==> src/rtl/pipeline_ctrl.sv <==
// pipeline_ctrl: stall/flush sequencer for the 5-stage pipeline.
// Produces Load enables for PC, IF/ID, ID/EX, EX/MEM, MEM/WB and the flush
// strobes for IF/ID and ID/EX. Enables and flushes are Mealy outputs of the
// registered state and the current hazard inputs, so they act on the same edge.

module pipeline_ctrl #(
    parameter int unsigned RA_W        = 5,
    parameter int unsigned MEM_TIMEOUT = 15,
    parameter int unsigned CNT_W       = 4
) (
    input  logic            clk,
    input  logic            rst,
    input  logic [RA_W-1:0] id_rs,
    input  logic [RA_W-1:0] id_rt,
    input  logic            id_uses_rt,
    input  logic            ex_mem_read,
    input  logic [RA_W-1:0] ex_rt,
    input  logic            ex_branch_taken,
    input  logic            mem_req,
    input  logic            mem_ready,
    input  logic            halt_req,
    output logic            pc_ld,
    output logic            ld_if_id,
    output logic            ld_id_ex,
    output logic            ld_ex_mem,
    output logic            ld_mem_wb,
    output logic            flush_if_id,
    output logic            flush_id_ex,
    output logic            halt_ack,
    output logic            mem_timeout_err,
    output logic [1:0]      state
);

    typedef enum logic [1:0] {
        StRun    = 2'd0,
        StDrain  = 2'd1,
        StHalted = 2'd2,
        StErr    = 2'd3
    } state_e;

    // Last tolerated value of the wait counter before a stall becomes a timeout.
    localparam logic [CNT_W-1:0] WaitLast = CNT_W'(MEM_TIMEOUT - 1);

    // Number of advancing drain cycles minus one; the third advance empties EX/MEM/WB.
    localparam logic [1:0] DrainLast = 2'd2;

    state_e           state_q, state_d;
    logic [CNT_W-1:0] wait_cnt_q, wait_cnt_d;
    logic [1:0]       drain_cnt_q, drain_cnt_d;

    logic mstall;
    logic luh;
    logic timeout;
    logic rs_match;
    logic rt_match;

    // Hazard decode from the current pipeline contents.
    always_comb begin
        mstall   = mem_req & ~mem_ready;
        rs_match = (ex_rt == id_rs);
        rt_match = id_uses_rt & (ex_rt == id_rt);
        // r0 is hard-wired to zero, so a load targeting it never creates a dependency.
        luh      = ex_mem_read & (ex_rt != '0) & (rs_match | rt_match);
        timeout  = mstall & (wait_cnt_q == WaitLast);
    end

    // State and counter registers, synchronously reset to an empty RUN.
    always_ff @(posedge clk) begin
        if (rst) begin
            state_q     <= StRun;
            wait_cnt_q  <= '0;
            drain_cnt_q <= '0;
        end else begin
            state_q     <= state_d;
            wait_cnt_q  <= wait_cnt_d;
            drain_cnt_q <= drain_cnt_d;
        end
    end

    // Next-state and counter update.
    always_comb begin
        state_d     = state_q;
        wait_cnt_d  = '0;
        drain_cnt_d = drain_cnt_q;

        unique case (state_q)
            StRun: begin
                if (mstall) begin
                    wait_cnt_d = wait_cnt_q + 1'b1;
                    if (timeout) begin
                        state_d = StErr;
                    end
                end else if (!ex_branch_taken && !luh && halt_req) begin
                    // Halt is only accepted on a clean cycle so no bubble or redirect is lost.
                    state_d     = StDrain;
                    drain_cnt_d = '0;
                end
            end

            StDrain: begin
                if (mstall) begin
                    // Frozen: drain progress is held, only the wait counter moves.
                    wait_cnt_d = wait_cnt_q + 1'b1;
                    if (timeout) begin
                        state_d = StErr;
                    end else if (!halt_req) begin
                        state_d = StRun;
                    end
                end else begin
                    drain_cnt_d = drain_cnt_q + 1'b1;
                    if (!halt_req) begin
                        state_d = StRun;
                    end else if (drain_cnt_q == DrainLast) begin
                        state_d = StHalted;
                    end
                end
            end

            StHalted: begin
                if (!halt_req) begin
                    state_d = StRun;
                end
            end

            StErr: begin
                // Sticky until reset.
                state_d = StErr;
            end

            default: begin
                state_d = StRun;
            end
        endcase
    end

    // Mealy outputs: enables and flushes from the current state and hazards.
    always_comb begin
        pc_ld           = 1'b0;
        ld_if_id        = 1'b0;
        ld_id_ex        = 1'b0;
        ld_ex_mem       = 1'b0;
        ld_mem_wb       = 1'b0;
        flush_if_id     = 1'b0;
        flush_id_ex     = 1'b0;
        halt_ack        = 1'b0;
        mem_timeout_err = 1'b0;

        if (!rst) begin
            unique case (state_q)
                StRun: begin
                    if (mstall) begin
                        // Full freeze: every register holds while memory is busy.
                    end else if (ex_branch_taken) begin
                        pc_ld       = 1'b1;
                        ld_if_id    = 1'b1;
                        ld_id_ex    = 1'b1;
                        ld_ex_mem   = 1'b1;
                        ld_mem_wb   = 1'b1;
                        flush_if_id = 1'b1;
                        flush_id_ex = 1'b1;
                    end else if (luh) begin
                        // Hold PC and IF/ID, inject one bubble into ID/EX.
                        ld_id_ex    = 1'b1;
                        ld_ex_mem   = 1'b1;
                        ld_mem_wb   = 1'b1;
                        flush_id_ex = 1'b1;
                    end else begin
                        pc_ld     = 1'b1;
                        ld_if_id  = 1'b1;
                        ld_id_ex  = 1'b1;
                        ld_ex_mem = 1'b1;
                        ld_mem_wb = 1'b1;
                    end
                end

                StDrain: begin
                    if (!mstall) begin
                        // Back end keeps advancing while bubbles enter ID/EX.
                        ld_id_ex    = 1'b1;
                        ld_ex_mem   = 1'b1;
                        ld_mem_wb   = 1'b1;
                        flush_id_ex = 1'b1;
                        // A taken branch still redirects PC so the target is fetched on resume.
                        pc_ld       = ex_branch_taken;
                        flush_if_id = ex_branch_taken;
                    end
                end

                StHalted: begin
                    halt_ack = 1'b1;
                end

                StErr: begin
                    mem_timeout_err = 1'b1;
                end

                default: begin
                end
            endcase
        end
    end

    // Debug view of the state; forced to RUN while reset is asserted.
    always_comb begin
        state = rst ? 2'd0 : state_q;
    end

endmodule
==> config.mk <==
export PLATFORM = sky130hd
export DESIGN_NAME = pipeline_ctrl
export DESIGN_NICKNAME = d
export VERILOG_FILES = /design/src/rtl/pipeline_ctrl.sv
export SDC_FILE = /design/constraint.sdc
export NUM_CORES = 1
export LEC_CHECK = 0
export CAP_MARGIN = 20
export CORE_MARGIN = 2
export CORE_UTILIZATION = 40
export DETAILED_ROUTE_END_ITERATION = 10
export PLACE_DENSITY_LB_ADDON = 0.3
export SLEW_MARGIN = 5
export SYNTH_ARGS = -nofsm -noshare
export SYNTH_HDL_FRONTEND = slang
export SYNTH_SLANG_ARGS = --single-unit
==> constraint.sdc <==
create_clock -name clk -period 1.6 [get_ports clk]
set_input_delay 0.24 -clock clk [delete_from_list [all_inputs] [get_ports clk]]
set_output_delay 0.24 -clock clk [all_outputs]
set_load 0.02 [all_outputs]
==> flow_summary.ini, run 1 <==
[outcome]
outcome = finished with violations
failed_checks = setup timing

[setup_path]
cp_max_fo = 4
end_kind = primary output
cpPeakStageDelay_ns = 0.32
critPathRequiredTime_ns = 1.36
r2r_end = drain_cnt_q[1]$_SDFFE_PP0P_
rr_startpoint = state_q[0]$_SDFFE_PP0P_
reg2reg_slack_ns = 0.06
critPathTopFamily = simple AND/OR/NAND/NOR gates
reg2regPathDepth = 7
worst-path-buf-inv = 2
critPathKind = in2out
cp_common_cell = buf_6
start_kind = input port
crit_path_top_delay_cell = nor4_1
cp.arrival_ns = 1.60
path_cells = buf_6, xor2_1, nor4_1, a32oi_1, or2_4, o21a_2, buf_6

[global_routing]
grtUsageMet3_pct = 5.38
grt_pass1_wl_mm = 3.44
antenna_found_initial = 0
grt_max_degree = 9
grtUsageMet1_pct = 21.3
grt_usage_pct = 22.7
top_usage_layer = met2
grt_pass1_vias = 874
gr-total-overflow = 0
grt_use_met2_pct = 43.3

[floorplanning]
dieArea_um2 = 2190
fp.dieH_um = 46.8
initial_core_util_pct = 42.5
die_w_um = 46.8
ios = 34
coreArea_um2 = 1730
rows = 15

[placed_design]
pre_cts_slack_ns = -0.975
dp.cells = 168
dp_hpwl_mm = 1.79
portBuffers = 33
gp_congestion = 0.851

[synthesis]
synth_warnings = 0
syn_avg_cell_area_um2 = 7.88
async_flop_share_pct = 0
synth_common_cells = nor2_1 (15), xor2_1 (10), dfxtp_1 (8)
synth_edf_count = 0
yosysTopAreaCell = dfxtp_1
yosys_most_used_dff = dfxtp_1
netlist.area_leader.share_pct = 21.8
mappedNetlistArea_um2 = 733
seq_area_frac_synth_pct = 21.8
synthDistinctLibCells = 37
yosysMostFrequentCell = nor2_1
ys_top_cells_by_area = dfxtp_1 (22%), xor2_1 (12%), nor2_1 (7.7%)
synth-seq-cells = 8
syn-num-nets = 119
postSynthCellCount = 93

[timing]
max-slew-margin-rel_pct = 74.0
drv_slew = 0
max_freq_ghz = 0.545
worst_pin_slew_ns = 0.390
fin_crit_sh_pct = 115
fin_skew_ns = 0.0107
period_minus_slack_ns = 1.84
hold_violations = 0
setup_viol = 3
rsz0062_at_grt = yes
setup_slack_ns = -0.236

[drt]
drt-total-wl_mm = 2.29
firstDrtPassIters = 4
wire_per_inst_um = 13.2
viasPerCell = 5.13
drt_iter0_markers = 27
vias = 887
ant_nets = 0
drc = 0

[power_and_ir_drop]
cellPowerDensity_nw_per_um2 = 624
leakage_uw = 0.000594
ir_drop_mv = 0.451

[clock_network]
cts-root-buf = clkbuf_4
numCtsBuffers = 3
cts_sinks = 8
clk_latency_ns = 0.26
htreeDepth = 1
tritoncts = built
clock_path_buffers = 2
clk_pin_slew_ns = 0.05

[worst_hold_path]
worstHoldPathCells = 2
min-delay-start = wait_cnt_q[3]$_SDFF_PP0_
min_to = wait_cnt_q[3]$_SDFF_PP0_
hold_class = reg2reg

[finish]
diodes = 0
syn2layout_area_growth_pct = 78.5
register_area_um2 = 163
multiInputGateArea_um2 = 601
layout.nets = 176
nFillCells = 131
stdcell_count = 173
drive_above_1_share_pct = 42.6

[flow_run]
drv_cap = 0
==> cells in the final DEF (no fill, tap or decap), types with 2 or more instances in the layout <==
cell             count
buf_4               22
nor2_1              13
buf_6               11
xor2_1              10
dlygate4sd2_1        9
dfxtp_1              6
nor2b_1              5
a21oi_1              4
clkdlybuf4s50_1      4
buf_2                4
inv_1                3
nand3_1              3
nand2b_1             3
ha_1                 3
clkbuf_4             3
and2_1               2
xnor2_1              2
nor3_1               2
nand2b_4             2
o21bai_1             2
dfxtp_2              2
clkdlybuf4s15_1      2
clkbuf_2             2
clkdlybuf4s15_2      2
==> registers in the layout, indices dropped and copies added, names as in the netlist <==
name	count
drain_cnt_q	2
state_q	2
wait_cnt_q	4
==> logic make-up after synthesis <==
logic type	after synthesis	synth area share (%)
buffers and inverters	7	4.61
XOR/XNOR	12	14.3
AND/OR/NAND/NOR	42	30.5
adder cells (fa/ha/maj)	3	5.12
flip-flops	8	21.8
AO/OA/AOI/OAI	21	23.6
==> worst register-to-register path, cell delays in order (launching register included) <==
cell and delay [ns]:
dfxtp_1 0.42, buf_4 0.15, buf_4 0.14, nor2b_1 0.19, nand2_1 0.12, and2_1 0.17
o21bai_1 0.18, a41oi_2 0.05
==> final cells by class <==
type / instances / area share (%)
clock buffer: 3 / 1.72
inverter: 3 / 0.860
multi-input combinational: 78 / 45.9
sequential: 8 / 12.4
tap: 25 / 2.39
timing repair buffer: 56 / 36.7
==> metal layers <==
metal / vias up / wire length, um
li1: 433 / -
met1: 392 / 800
met3: 6 / 172
met2: 56 / 1270
met5: - / 0
met4: 0 / 44
==> repair_timing <==
item | in CTS | in global routing
buffers inserted | 0 | 2
pin swaps | 15 | 7
cloned | 0 | 0
endpoints found under the setup margin | 15 | 10
hold buffers | 0 | 0
resized for setup | 98 | 16
==> through the flow <==
| step | power, uW | hold WS (ns) | util (%) | cell area, um^2 | setup TNS (ns) |
|---|---|---|---|---|---|
| detailed placement | 635 | 0.505 | 72.1 | 1240 | -8.13 |
| floorplan | 429 | 0.353 | - | 748 | 0 |
| finish | 817 | 0.512 | 75.8 | 1310 | -0.613 |
| global placement | 622 | 0.486 | 72.1 | 1240 | -7.41 |
| CTS | 796 | 0.519 | 74.6 | 1290 | -0.489 |
| global route | 871 | 0.542 | 75.8 | 1310 | -0.806 |
==> where the power goes <==
group / switching [uW] / leakage [uW] / internal (uW) / total (uW)
combinational: 206 / 0.000514 / 223 / 429
clock: 72.3 / 0.0000138 / 86.1 / 158
sequential: 15.7 / 0.0000659 / 214 / 230
total: 294 / 0.000594 / 523 / 817
==> how the worst max path moves through the flow <==
stage,from,endpoint,cells after the start
floorplan,ex_rt[3],ld_if_id,5
global placement,ex_rt[3],ld_if_id,7
detailed placement,ex_rt[0],ld_if_id,8
CTS,id_rt[2],ld_if_id,7
global route,ex_rt[2],ld_if_id,7
finish,id_rt[2],ld_if_id,7
(Power assumes the default switching activity.)
==> run 2, diff against run 1 <==
Settings changed: SKIP_LAST_GASP set to 1.
==> results of run 2 <==
Same layout as run 1: the final DEF is identical, and so are final timing and power.
